**src/rtl/jk_excite_driver_pkg.sv**
```systemverilog
// Shared types and helpers for the JK excitation driver: output-stage FSM
// states, don't-care fill encodings and the JK flip-flop next-state function.
package jk_excite_driver_pkg;

  typedef enum logic {
    ST_EMPTY = 1'b0,
    ST_FULL  = 1'b1
  } state_e;

  localparam int DC_FILL_ZERO = 0;
  localparam int DC_FILL_ONE  = 1;

  // {j,k}: 00 hold, 01 clear, 10 set, 11 toggle
  function automatic logic jk_next(input logic q, input logic j, input logic k);
    logic nq;
    case ({j, k})
      2'b00:   nq = q;
      2'b01:   nq = 1'b0;
      2'b10:   nq = 1'b1;
      default: nq = ~q;
    endcase
    return nq;
  endfunction

endpackage

```
**src/rtl/jk_model_cell.sv**
```systemverilog
// One bit of the modelled JK register: load beats the JK update, reset beats both.
// q_adv is the post-update value (before any load), used as the excitation basis.
module jk_model_cell
  import jk_excite_driver_pkg::*;
(
  input  logic clk,
  input  logic rst,
  input  logic en,
  input  logic load,
  input  logic load_val,
  input  logic j,
  input  logic k,
  output logic q,
  output logic q_adv
);

  logic q_q;
  logic q_d;

  always_comb begin
    q_adv = en ? jk_next(q_q, j, k) : q_q;
    q_d   = load ? load_val : q_adv;
  end

  always_ff @(posedge clk) begin
    if (rst) q_q <= 1'b0;
    else     q_q <= q_d;
  end

  assign q = q_q;

endmodule

```
**src/rtl/jk_excite_driver.sv**
```systemverilog
// Converts target register values into J/K excitation vectors against a local
// model of the JK register, with a one-entry valid/ready output stage.
module jk_excite_driver
  import jk_excite_driver_pkg::*;
#(
  parameter int WIDTH     = 8,
  parameter int DC_POLICY = 0
) (
  input  logic                       clk,
  input  logic                       rst,
  input  logic [WIDTH-1:0]           tgt_data,
  input  logic                       tgt_valid,
  output logic                       tgt_ready,
  input  logic [WIDTH-1:0]           sync_data,
  input  logic                       sync_valid,
  output logic [WIDTH-1:0]           j,
  output logic [WIDTH-1:0]           k,
  output logic                       jk_valid,
  input  logic                       jk_ready,
  output logic [WIDTH-1:0]           q_model,
  output logic [$clog2(WIDTH+1)-1:0] chg_cnt,
  output logic [15:0]                xfer_cnt,
  output state_e                     dbg_state
);

  localparam int   CW     = $clog2(WIDTH + 1);
  localparam logic DC_BIT = (DC_POLICY == DC_FILL_ONE);

  // Handshakes: a transfer happens on a cycle where valid && ready are both 1.
  // tgt_ready never depends on tgt_valid; jk_valid never depends on jk_ready.

  state_e           state_q, state_d;
  logic [WIDTH-1:0] j_q, j_d, k_q, k_d;
  logic [CW-1:0]    chg_q, chg_d;
  logic [15:0]      xfer_q, xfer_d;

  logic [WIDTH-1:0] basis;
  logic [WIDTH-1:0] j_new, k_new;
  logic [CW-1:0]    chg_sum;
  logic             hs;
  logic             accept;

  assign hs        = (state_q == ST_FULL) && jk_ready;
  assign tgt_ready = ((state_q == ST_EMPTY) || jk_ready) && !sync_valid && !rst;
  assign accept    = tgt_valid && tgt_ready;

  for (genvar g = 0; g < WIDTH; g++) begin : g_cell
    jk_model_cell u_cell (
      .clk      (clk),
      .rst      (rst),
      .en       (hs),
      .load     (sync_valid),
      .load_val (sync_data[g]),
      .j        (j_q[g]),
      .k        (k_q[g]),
      .q        (q_model[g]),
      .q_adv    (basis[g])
    );
  end

  // basis already reflects a same-cycle handshake, giving 1 transfer/cycle.
  always_comb begin
    j_new   = '0;
    k_new   = '0;
    chg_sum = '0;
    for (int i = 0; i < WIDTH; i++) begin
      j_new[i] = basis[i] ? DC_BIT : tgt_data[i];
      k_new[i] = basis[i] ? ~tgt_data[i] : DC_BIT;
      chg_sum  = chg_sum + CW'(basis[i] ^ tgt_data[i]);
    end
  end

  always_comb begin
    state_d = state_q;
    j_d     = j_q;
    k_d     = k_q;
    chg_d   = chg_q;
    xfer_d  = xfer_q;
    if (sync_valid) begin
      state_d = ST_EMPTY;
    end else begin
      if (hs) xfer_d = xfer_q + 16'd1;
      if (accept) begin
        state_d = ST_FULL;
        j_d     = j_new;
        k_d     = k_new;
        chg_d   = chg_sum;
      end else if (hs) begin
        state_d = ST_EMPTY;
      end
    end
  end

  always_ff @(posedge clk) begin
    if (rst) begin
      state_q <= ST_EMPTY;
      j_q     <= '0;
      k_q     <= '0;
      chg_q   <= '0;
      xfer_q  <= '0;
    end else begin
      state_q <= state_d;
      j_q     <= j_d;
      k_q     <= k_d;
      chg_q   <= chg_d;
      xfer_q  <= xfer_d;
    end
  end

  assign j         = j_q;
  assign k         = k_q;
  assign jk_valid  = (state_q == ST_FULL);
  assign chg_cnt   = chg_q;
  assign xfer_cnt  = xfer_q;
  assign dbg_state = state_q;

endmodule

```
**config.mk**
```make
export PLATFORM = sky130hd
export DESIGN_NAME = jk_excite_driver
export DESIGN_NICKNAME = d
export VERILOG_FILES = /design/src/rtl/jk_excite_driver_pkg.sv /design/src/rtl/jk_model_cell.sv /design/src/rtl/jk_excite_driver.sv
export SDC_FILE = /design/constraint.sdc
export NUM_CORES = 1
export LEC_CHECK = 0
export CORE_ASPECT_RATIO = 2
export CORE_MARGIN = 2
export CORE_UTILIZATION = 44
export CTS_CLUSTER_SIZE = 24
export DETAILED_ROUTE_END_ITERATION = 8
export GPL_ROUTABILITY_DRIVEN = 1
export PLACE_DENSITY_LB_ADDON = 0.1
export RECOVER_POWER = 25
export SLEW_MARGIN = 15
export SYNTH_ARGS = -nofsm -noshare
export SYNTH_HDL_FRONTEND = slang
export SYNTH_SLANG_ARGS = --single-unit
```
**constraint.sdc**
```tcl
create_clock -name clk -period 3.7 [get_ports clk]
set_input_delay 0.37 -clock clk [delete_from_list [all_inputs] [get_ports clk]]
set_output_delay 0.37 -clock clk [all_outputs]
set_load 0.01 [all_outputs]
```
After elaboration in Yosys (flattened, before gate mapping)
Cells that the tools add are included.
- muxes and demuxes: 42
- equality and inequality tests: 16
- bitwise gates (word level): 26
- reduce and logical (&&, ||, !) cells: 19
- $add $sub $neg: 8
- operator list (operator ; number):
    $mux 1 ; 34
    $pmux 1 s3 ; 8
    $not 1->1 ; 18
    $add 16x1->16 const B ; 1
    $add 4x1->4 ; 4
    $eq 2x1->1 const B ; 8
    $eq 2x2->1 const B ; 8
    $logic_not 2->1 ; 8
    $xor 1x1->1 ; 8
    $add 3x1->4 ; 1
    $logic_and 1x1->1 ; 4
    $reduce_and 2->1 ; 2
    $add 2x1->3 ; 1
    $add 1x1->2 ; 1
    $logic_not 1->1 ; 2
    $reduce_bool 2->1 ; 1
    $reduce_or 2->1 ; 1
    $logic_or 1x1->1 ; 1
- word-level logic and storage cells: 124
- register bits after elaboration: 45

Logic depth before layout (Yosys ltp)
Gate-level depths: netlist of run 1.
- word-level depth: 11
- mapped depth: 18

By module
From an unflattened synthesis of run 1, not the netlist that was laid out.
- cells, all modules: 287
- area, all modules: 2462.4 sq um
- by module, submodules not included (module ; times used ; sequential area each (sq um) ; cells each ; area an instance (sq um)):
    jk_excite_driver ; 1 ; 740.7 ; 231 ; 1921.8
    jk_model_cell ; 8 ; 20.0 ; 7 ; 67.6

Worst setup path after synthesis of run 1
Ideal clock, no wire load.
- kind: reg2reg
- from: register state_q (netlist: dbg_state)
- to: register chg_q[1] (netlist: chg_cnt[1])
- stages on the path, launching flop included: 17
- required time: 3.614 ns
- buffers on the path: 2
- library setup time: 0.086 ns
- arrival: 3.882 ns
- path slack: -0.268 ns
- period minus slack after synthesis: 3.968 ns
- path through: dfxtp_1 and2_0 buf_2 buf_2 a21oi_1 a31oi_1 ha_1 inv_1 fa_1 fa_1 inv_1 fa_1 inv_1 ha_1 inv_1 fa_1 a211oi_1
- cells in the longest elaborated chain, start to end: 10
- elaborated cells between the ends (all ways): 30
- those cells by class: 7 x add/sub; 8 x mux; 9 x bitwise; 6 x reduce/logical
- RTL lines (item ; RTL line ; RTL):
    start, declared ; jk_excite_driver.sv:32 ; state_e state_q, state_d;
    start signal, assigned ; jk_excite_driver.sv:102 ; state_q <= state_d;
    $logic_and 1x1->1 ; jk_excite_driver.sv:43 ; assign hs = (state_q == ST_FULL) && jk_ready;
    $mux 1 ; jk_model_cell.sv:21 ; q_adv = en ? jk_next(q_q, j, k) : q_q;
    $xor 1x1->1 ; jk_excite_driver.sv:69 ; chg_sum = chg_sum + CW'(basis[i] ^ tgt_data[i]);
    $add 1x1->2 ; jk_excite_driver.sv:69 ;
    $add 2x1->3 ; jk_excite_driver.sv:69 ;
    $add 3x1->4 ; jk_excite_driver.sv:69 ;
    $add 4x1->4 (4 in series) ; jk_excite_driver.sv:69 ;
    end signal, assigned ; jk_excite_driver.sv:105 ; chg_q <= chg_d;
    end, declared ; jk_excite_driver.sv:34 ; logic [CW-1:0] chg_q, chg_d;
Several ways; a longest one is shown, not always the timed one.
A chain may end at the register's enable or synchronous reset.

Worst setup path after layout of run 1
- from: register state_q (netlist: dbg_state)
- to: register chg_q[2] (netlist: chg_cnt[2])
The elaborated chain is that of the path after synthesis.

==> metrics, run 1 <==
Detail Route Antenna Nets=0; Worst path max stage delay=0.50 ns; Critical Path Fanout Max=6; CP dominant cell by count=sky130_fd_sc_hd__fa_1; synthesized area=2480 um^2; drt total wl=5970 um; floorplan core area=5420 um^2; Post-Synthesis Cells=301; most frequent cells in the layout=50 x sky130_fd_sc_hd__clkdlybuf4s50_1, 44 x sky130_fd_sc_hd__dfxtp_1, 42 x sky130_fd_sc_hd__nand2_1; initial antenna violation count=0; leak pwr=1.31 nW; worst skew pair latency=0.30 ns; hold buffer count at CTS=0; total gr overflow=0; number of placement rows=38; number of nets in the layout=396; largest area contributor in the synthesized netlist=sky130_fd_sc_hd__dfxtp_1; leading cell types by total area after synthesis=sky130_fd_sc_hd__dfxtp_1 36%, sky130_fd_sc_hd__ha_1 10%, sky130_fd_sc_hd__buf_4 7.6%; Yosys warning total=0; Non-Filler Instances=412; cts bufs inserted=5; proportion of register bits with asynchronous set or reset after synthesis=0; share of Yosys cell area claimed by the top area cell type=0.363; vias per cell=5.13; number of global-route vias before repair=2,089; Critical Path RT=3.84 ns; Seq/Total Area, Yosys=0.363; most common cell after layout, fill and taps aside=sky130_fd_sc_hd__clkdlybuf4s50_1; CTS tree=yes; Final period util=0.982; final hold viol count=0; portion of total power attributed to the clock network=0.313; run status=finished clean; synthesis-to-finish area growth=33.8%; diode insertion count for antenna repair=0; startpoint types=flip-flop; total track usage=0.196; Arr. time, crit path=3.77 ns; maximum clock insertion buffer count=2; detailed-placement wirelength estimate=4250 um; number of cells after detailed placement=399; ordered cell list for the critical path=and2_4, a21oi_4, a31oi_2, ha_1, inv_2, fa_1, fa_1, inv_1, fa_1, inv_1, ha_2, inv_2, fa_2, xnor2_2, nand2_1, a21oi_1; Horiz. Die Dim=57.1 um; PortBufs=67; overall via count from detail_route=2,114; max-cap viol count=0; fin. max-slew vios=0; combinational fraction of design power=0.251; Detailed Route Iter0 Violations=87; number of clock sinks=45; worst slew pin tran=0.936 ns; number of fill cells in the layout=494; share of post-route cells with drive strength above 1=0.136; H-tree levels=2; utilization of the core after routing=0.613; number of detailed-routing iterations run before antenna repair=4; I/O pin count=68; Worst Clk Skew=0.0131 ns; fraction of power consumed by sequential logic=0.437; Crit. End Element=flip-flop; switching share of power=0.274; cell internal power dissipation=851 uW; flip-flop and latch count after synthesis=45; cell chosen for the clock root=sky130_fd_sc_hd__clkbuf_8; Switching Power=321 uW; RD Place Congestion=0.799; per-instance average area after synthesis=8.25 um^2; first-pass GRT wire length=9690 um; critical setup path kind=reg2reg; clock slew at reported path FFs=0.09 ns; number of DRC violations after detailed routing=0; WL/cell=14.5 um; final critical delay including setup and external delays=3.63 ns; maximum clock rate=0.275 GHz; worst slew margin relative to its limit=0.376; maximum number of pins on one net before global-route repair=49; Die Y-Extent=110 um; number of enable flip-flop cells after synthesis=0; initial cell density of the core=0.458; cell with the largest stage delay on the worst path=sky130_fd_sc_hd__fa_1; Post-Synthesis Net Count=346; unrepaired setup endpoints after global routing=yes; Peak VDD IR=0.000381 V; Total Die Area=6300 um^2; kind of path behind the tightest hold check=reg2reg; final setup fails=0; Primary FF master, synth=sky130_fd_sc_hd__dfxtp_1; Unique masters post-synth=37; areal power density over the cells=353 nW/um^2
[through the flow]
stage                     area, um^2  power [mW]  worst slack, ns  hold slack, ns  TNS, ns
final                           3320        1.17           0.0652           0.452        0
after global routing            3320        1.24          -0.0557           0.475  -0.0672
after CTS                       3300        1.16          -0.0616           0.461  -0.0616
after detailed placement        3070       0.771           -0.707           0.450    -1.99
after global placement          3070       0.763           -0.560           0.443    -1.54
after floorplan                 2510       0.681          -0.0248           0.439  -0.0426
[state kept, by name, summed over array words and instances, names as in the netlist]
| name | count |
|---|---|
| j | 8 |
| xfer_cnt | 16 |
| g_cell.u_cell.q | 8 |
| dbg_state | 1 |
| k | 8 |
| chg_cnt | 4 |
[final cells by class]
| cell class | instances | area, um^2 | area share |
|---|---|---|---|
| well taps | 60 | 75.1 | 0.0226 |
| clock inverters | 2 | 35.0 | 0.0105 |
| inverters | 31 | 116 | 0.0350 |
| flip-flops and latches | 45 | 905 | 0.272 |
| clock buffers | 6 | 72.6 | 0.0218 |
| repair buffers | 81 | 773 | 0.233 |
| multi-input cells | 187 | 1350 | 0.405 |
[synthesized netlist by cell type (3+ instances only)]
cell	instances
sky130_fd_sc_hd__buf_2	3
sky130_fd_sc_hd__nor2_1	22
sky130_fd_sc_hd__buf_4	25
sky130_fd_sc_hd__a31oi_1	8
sky130_fd_sc_hd__inv_1	30
sky130_fd_sc_hd__o21ai_0	4
sky130_fd_sc_hd__a21oi_1	33
sky130_fd_sc_hd__fa_1	4
sky130_fd_sc_hd__nand2_1	42
sky130_fd_sc_hd__clkbuf_1	9
sky130_fd_sc_hd__dfxtp_1	45
sky130_fd_sc_hd__nor3_1	5
sky130_fd_sc_hd__ha_1	20
sky130_fd_sc_hd__nand3_1	5
sky130_fd_sc_hd__xnor2_1	7
sky130_fd_sc_hd__a211oi_1	9
sky130_fd_sc_hd__nand4_1	4
sky130_fd_sc_hd__xor2_1	4
[kinds of logic after synthesis]
family	share of synthesized area
XOR/XNOR	0.0388
buffers and inverters	0.144
adder cells (fa/ha/maj)	0.133
flip-flops	0.363
AO/OA/AOI/OAI	0.128
AND/OR/NAND/NOR	0.193
[power by group through the flow]
| stage | Combinational, mW | Clock, mW | Sequential, mW |
|---|---|---|---|
| after floorplan | 0.161 | 0 | 0.520 |
| after global placement | 0.243 | 0 | 0.521 |
| after detailed placement | 0.250 | 0 | 0.521 |
| after CTS | 0.272 | 0.378 | 0.511 |
| after global routing | 0.329 | 0.400 | 0.514 |
| final | 0.294 | 0.367 | 0.512 |
[per-layer routing]
layer,share of wire,GRT usage,vias to the layer above,wire [um]
met4,0.011,0.0648,0,63
met2,0.57,0.378,52,3390
met3,0.037,0.0280,4,222
met5,0,0,-,0
li1,-,-,1069,-
met1,0.39,0.213,989,2300
[path summary, 6_finish.rpt]
check	from	end	slack, ns	cells past startpoint
hold / removal	chg_cnt[3]	chg_cnt[3]	0.45	2
setup reg to reg	dbg_state	chg_cnt[2]	0.07	16
setup / recovery	dbg_state	chg_cnt[2]	0.07	16
hold reg to reg	chg_cnt[3]	chg_cnt[3]	0.45	2
[worst max-delay path: cells and delay by family, from the launching register on]
family | cells | cell delay (ns)
AO/OA/AOI/OAI | 3 | 0.30
XOR/XNOR | 1 | 0.14
adder cells (fa/ha/maj) | 6 | 2.15
buffers and inverters | 4 | 0.22
flip-flops | 1 | 0.35
AND/OR/NAND/NOR | 2 | 0.31
[what timing repair did]
item                                    4_1_cts  5_1_grt
setup buffers                                 6        1
gates resized for setup                      19        9
endpoints found under the setup margin        3        2
pin swaps                                    13       11
Note: power is estimated with default switching activity, not from simulation.
==> run 2, diff against run 1 <==
--- a/config.mk
+++ b/config.mk
@@ -6,7 +6,6 @@
 export NUM_CORES = 1
 export LEC_CHECK = 0
 export CORE_ASPECT_RATIO = 2
-export CORE_MARGIN = 2
 export CORE_UTILIZATION = 44
 export CTS_CLUSTER_SIZE = 24
 export DETAILED_ROUTE_END_ITERATION = 8
==> run 2 against run 1 <==
Design area fell by 2.1%. Clock power grew 6.8%. Fmax increased by 1.0%. Sequential share of layout area increased by 0.60 points. Wire length shrank 3.3%. Via count fell by 0.99%. Combinational power shrank 6%. Largest power group unchanged. Sequential cell count did not move. Die area is 5.3% lower.
==> metrics, run 2 (synthesized netlist as in run 1, its figures left out) <==
H-tree levels=2; initial antenna violation count=0; final critical delay including setup and external delays=3.60 ns; Worst path max stage delay=0.49 ns; ordered cell list for the critical path=and2_4, a21oi_4, a31oi_4, ha_1, inv_2, fa_1, fa_1, inv_1, fa_1, inv_1, ha_2, inv_2, fa_2, xnor2_1, nand2_1, a21oi_1; Post-Route Setup TNS=0 ns; Total Die Area=5970 um^2; share of post-route cells with drive strength above 1=0.111; Worst Clk Skew=0.00865 ns; WL/cell=14.1 um; Critical Path Fanout Max=8; worst slew pin tran=0.733 ns; diode insertion count for antenna repair=0; Arr. time, crit path=3.83 ns; number of placement rows=38; Critical Path RT=3.93 ns; number of detailed-routing iterations run before antenna repair=4; Final period util=0.973; drt total wl=5780 um; worst slew margin relative to its limit=0.511; most common cell after layout, fill and taps aside=sky130_fd_sc_hd__clkdlybuf4s50_1; detailed-placement wirelength estimate=4190 um; max-cap viol count=0; maximum number of pins on one net before global-route repair=29; PortBufs=67; first-pass GRT wire length=8830 um; run status=finished clean; startpoint types=flip-flop; cell chosen for the clock root=sky130_fd_sc_hd__clkbuf_8; Detail Route Antenna Nets=0; Die Y-Extent=108 um; number of nets in the layout=394; CP dominant cell by count=sky130_fd_sc_hd__fa_1; overall via count from detail_route=2,093; synthesis-to-finish area growth=30.9%; total track usage=0.203; Setup WS post-layout=0.102 ns; leak pwr=1.29 nW; Horiz. Die Dim=55.1 um; initial cell density of the core=0.458; critical setup path kind=reg2reg; Crit. End Element=flip-flop; CTS tree=yes; final hold viol count=0; hold buffer count at CTS=0; Peak VDD IR=0.000322 V; floorplan core area=5420 um^2; total gr overflow=0; worst skew pair latency=0.30 ns; final setup fails=0; fin. max-slew vios=0; most frequent cells in the layout=52 x sky130_fd_sc_hd__clkdlybuf4s50_1, 44 x sky130_fd_sc_hd__dfxtp_1, 42 x sky130_fd_sc_hd__nand2_1; unrepaired setup endpoints after global routing=yes; Largest register FFs=16; maximum clock rate=0.278 GHz; number of global-route vias before repair=1,926; areal power density over the cells=362 nW/um^2; final hold slack=0.454 ns; vias per cell=5.10; I/O pin count=68; Placement Setup Slack=-0.569 ns; utilization of the core after routing=0.600; maximum clock insertion buffer count=2; kind of path behind the tightest hold check=reg2reg; RD Place Congestion=0.780; clock slew at reported path FFs=0.09 ns; number of clock sinks=45; cell with the largest stage delay on the worst path=sky130_fd_sc_hd__fa_1; number of DRC violations after detailed routing=0; cts bufs inserted=5; Detailed Route Iter0 Violations=25
## run 2: cell types whose count changed in the layout (fill, tap and decap cells not counted), sizes merged
cell | previous run | this run
dlygate4sd3 | 15 | 14
buf | 15 | 12
clkdlybuf4s50 | 50 | 52
clkinv | 2 | 1
clkbuf | 6 | 7
## run 2: worst paths after layout
| kind | startpoint | end | slack [ns] | cells past startpoint |
|---|---|---|---|---|
| hold reg to reg | chg_cnt[3] | chg_cnt[3] | 0.45 | 2 |
| hold / removal | chg_cnt[3] | chg_cnt[3] | 0.45 | 2 |
| setup reg to reg | dbg_state | chg_cnt[2] | 0.10 | 16 |
| setup / recovery | dbg_state | chg_cnt[2] | 0.10 | 16 |
## run 2: repair_timing
item / in CTS / in global routing
endpoints found under the setup margin: 2 / 2
cloned: 0 / 0
gates resized for setup: 10 / 5
setup buffers: 0 / 1
pin swaps: 13 / 8
## run 2: metal layers
layer  GRT usage  share of wire  vias up
met2       0.362           0.55       59
met1       0.229           0.40      957
li1            -              -     1069
met4      0.0661          0.013        0
met5           0              0        -
met3      0.0352          0.039        8
## run 2: layout make-up
type,count,area [um^2]
Clock buffer,7,86.3
Clock inverter,1,30.0
Fill cell,508,2170
Inverter,31,116
Multi-Input combinational cell,187,1280
Sequential cell,45,905
Tap cell,60,75.1
Timing Repair Buffer,79,759
## run 2: report_power, final
| group | internal (mW) | total [mW] | switching, mW |
|---|---|---|---|
| clock network | 0.221 | 0.392 | 0.171 |
| logic | 0.140 | 0.276 | 0.136 |
| registers | 0.498 | 0.510 | 0.0121 |
## run 2: critical path, delay by kind of cell (launching register included)
kind / cells / cell delay [ns]
AOI/OAI and AO/OA: 3 / 0.36
xor gates and xnor gates: 1 / 0.14
adders and majority gates: 6 / 2.21
buffers and inverters: 4 / 0.21
DFF: 1 / 0.35
and+or+nand+nor: 2 / 0.27
## run 2: per-stage QoR
step,total power [mW],cell area (um^2),instances
2_1_floorplan,0.681,2510,301
3_3_place_gp,0.773,3100,402
3_5_place_dp,0.780,3100,402
4_1_cts,1.18,3230,410
5_1_grt,1.24,3250,410
6_report,1.18,3250,410
==> run 3, diff against run 2 <==
--- a/config.mk
+++ b/config.mk
@@ -6,12 +6,12 @@
 export NUM_CORES = 1
 export LEC_CHECK = 0
 export CORE_ASPECT_RATIO = 2
-export CORE_UTILIZATION = 44
+export CORE_UTILIZATION = 35
 export CTS_CLUSTER_SIZE = 24
 export DETAILED_ROUTE_END_ITERATION = 8
 export GPL_ROUTABILITY_DRIVEN = 1
 export PLACE_DENSITY_LB_ADDON = 0.1
-export RECOVER_POWER = 25
+export RECOVER_POWER = 100
 export SLEW_MARGIN = 15
 export SYNTH_ARGS = -nofsm -noshare
 export SYNTH_HDL_FRONTEND = slang
==> constraint.sdc (replaced) <==
create_clock -name clk -period 4 [get_ports clk]
set_input_delay 0.4 -clock clk [delete_from_list [all_inputs] [get_ports clk]]
set_output_delay 0.4 -clock clk [all_outputs]
set_load 0.01 [all_outputs]
==> run 3 against run 2 <==
Clock power up 12%. Register-to-register slack better by 0.11 ns. Sequential power is 7.5% lower. Total power down 3.2%. Wire length rose by 8.0%. Worst setup slack better by 0.051 ns. Critical path type is now in2reg. Critical endpoint is now chg_cnt[1]. Largest cell class unchanged. Largest power group unchanged.
==> metrics, run 3 (synthesized netlist as in run 1, its figures left out) <==
run status=finished clean; PortBufs=67; final critical delay including setup and external delays=3.85 ns; worst slew pin tran=1.22 ns; most frequent cells in the layout=49 x sky130_fd_sc_hd__dlygate4sd3_1, 45 x sky130_fd_sc_hd__dfxtp_1, 42 x sky130_fd_sc_hd__nand2_1; worst r2r src=dbg_state; final setup fails=0; Die Y-Extent=121 um; max-cap viol count=0; most common cell after layout, fill and taps aside=sky130_fd_sc_hd__dlygate4sd3_1; worst setup path startpoint=jk_ready; number of clock sinks=45; final hold slack=0.454 ns; Setup WS post-layout=0.153 ns; synthesis-to-finish area growth=32.3%; WL/cell=14.2 um; Switching Power=302 uW; maximum clock insertion buffer count=2; total gr overflow=0; leak pwr=1.42 nW; Peak VDD IR=0.000201 V; first-pass GRT wire length=9940 um; cell chosen for the clock root=sky130_fd_sc_hd__clkbuf_16; Largest register FFs=16; total track usage=0.186; fin. max-slew vios=0; portion of total power attributed to the clock network=0.386; Post-Route Setup TNS=0 ns; Final period util=0.962; worst slew margin relative to its limit=0.190; startpoint types=primary input; initial antenna violation count=0; Arr. time, crit path=4.06 ns; number of detailed-routing iterations run before antenna repair=4; CTS tree=yes; Placement Setup Slack=-0.390 ns; total power draw=1.14 mW; Detail Route Antenna Nets=0; Detailed Route Iter0 Violations=82; H-tree levels=2; clock slew at reported path FFs=0.06 ns; number of global-route vias before repair=2,044; I/O pin count=68; maximum number of pins on one net before global-route repair=27; maximum clock rate=0.260 GHz; share of post-route cells with drive strength above 1=0.0826; combinational fraction of design power=0.200; vias per cell=4.81; critical setup path kind=in2reg; Horiz. Die Dim=61.6 um; overall via count from detail_route=2,122; diode insertion count for antenna repair=0; number of DRC violations after detailed routing=0; number of nets in the layout=395; Total Die Area=7460 um^2; Register-to-Register Setup Slack=0.21 ns; cts bufs inserted=5; final hold viol count=0; Critical Path Fanout Max=8; RD Place Congestion=0.791; floorplan core area=6890 um^2; hold buffer count at CTS=0; kind of path behind the tightest hold check=reg2reg; Worst Clk Skew=0.00503 ns; initial cell density of the core=0.361; number of placement rows=43; cell internal power dissipation=838 uW; detailed-placement wirelength estimate=4580 um; switching share of power=0.265; worst skew pair latency=0.29 ns; Critical Path RT=4.21 ns; fraction of power consumed by sequential logic=0.414; areal power density over the cells=347 nW/um^2; utilization of the core after routing=0.477; Crit. End Element=flip-flop; drt total wl=6240 um; Worst Hold Launch=chg_cnt[0]
run 3: changes by cell type in the layout (fill, tap and decap cells not counted), moves of 2 or more:
| cell | before | now |
|---|---|---|
| sky130_fd_sc_hd__dlygate4sd3_1 | 14 | 49 |
| sky130_fd_sc_hd__clkbuf_16 | 0 | 5 |
| sky130_fd_sc_hd__clkbuf_8 | 6 | 2 |
| sky130_fd_sc_hd__inv_1 | 27 | 29 |
| sky130_fd_sc_hd__buf_4 | 12 | 10 |
| sky130_fd_sc_hd__a21oi_1 | 30 | 32 |
| sky130_fd_sc_hd__inv_2 | 3 | 1 |
| sky130_fd_sc_hd__clkdlybuf4s50_1 | 52 | 17 |
run 3: worst paths after layout:
path | to | cells past startpoint
min reg2reg | chg_cnt[0] | 2
min | chg_cnt[0] | 2
max | chg_cnt[1] | 16
max reg2reg | chg_cnt[1] | 15
run 3: worst max-delay path, stage by stage:
cell                            delay, ns
sky130_fd_sc_hd__dlygate4sd2_1       0.25
sky130_fd_sc_hd__and2_4              0.16
sky130_fd_sc_hd__buf_6               0.13
sky130_fd_sc_hd__a21oi_1             0.13
sky130_fd_sc_hd__a31oi_1             0.08
sky130_fd_sc_hd__ha_1                0.32
sky130_fd_sc_hd__inv_2               0.04
sky130_fd_sc_hd__fa_1                0.49
sky130_fd_sc_hd__fa_1                0.54
sky130_fd_sc_hd__inv_1               0.05
sky130_fd_sc_hd__fa_1                0.53
sky130_fd_sc_hd__inv_1               0.04
sky130_fd_sc_hd__ha_1                0.20
sky130_fd_sc_hd__inv_1               0.07
sky130_fd_sc_hd__fa_2                0.43
sky130_fd_sc_hd__a211oi_1            0.19
run 3: layout make-up:
| type | instances | area, um^2 |
|---|---|---|
| sequential | 45 | 901 |
| fill | 764 | 3600 |
| multi-input combinational | 187 | 1240 |
| timing repair buffer | 80 | 763 |
| tap | 90 | 113 |
| clock inverter | 1 | 5.00 |
| clock buffer | 7 | 153 |
| inverter | 31 | 116 |
run 3: per-layer routing:
metal	routed length, um	vias to the layer above	global-route usage
li1	-	1072	-
met1	2260	978	0.191
met2	3520	59	0.339
met3	298	13	0.0384
met4	170	0	0.0833
met5	0	-	0
run 3: stage by stage:
step	std cells	instance area (um^2)
floorplan	301	2480
detailed placement	429	3100
CTS	441	3300
global route	441	3290
global placement	429	3100
finish	441	3290
run 3: what timing repair did:
item                                    in CTS  in global routing
gates resized for setup                      7                  3
gates cloned                                 0                  0
setup buffers                                4                  0
pin swaps                                    4                  1
endpoints found under the setup margin       2                  1
run 3: power by group through the flow:
stage	combinational, mW	clock, mW	sequential [mW]
after floorplan	0.148	0	0.481
after global placement	0.224	0	0.482
after detailed placement	0.229	0	0.482
after CTS	0.244	0.455	0.472
after global routing	0.261	0.474	0.473
final	0.228	0.440	0.472
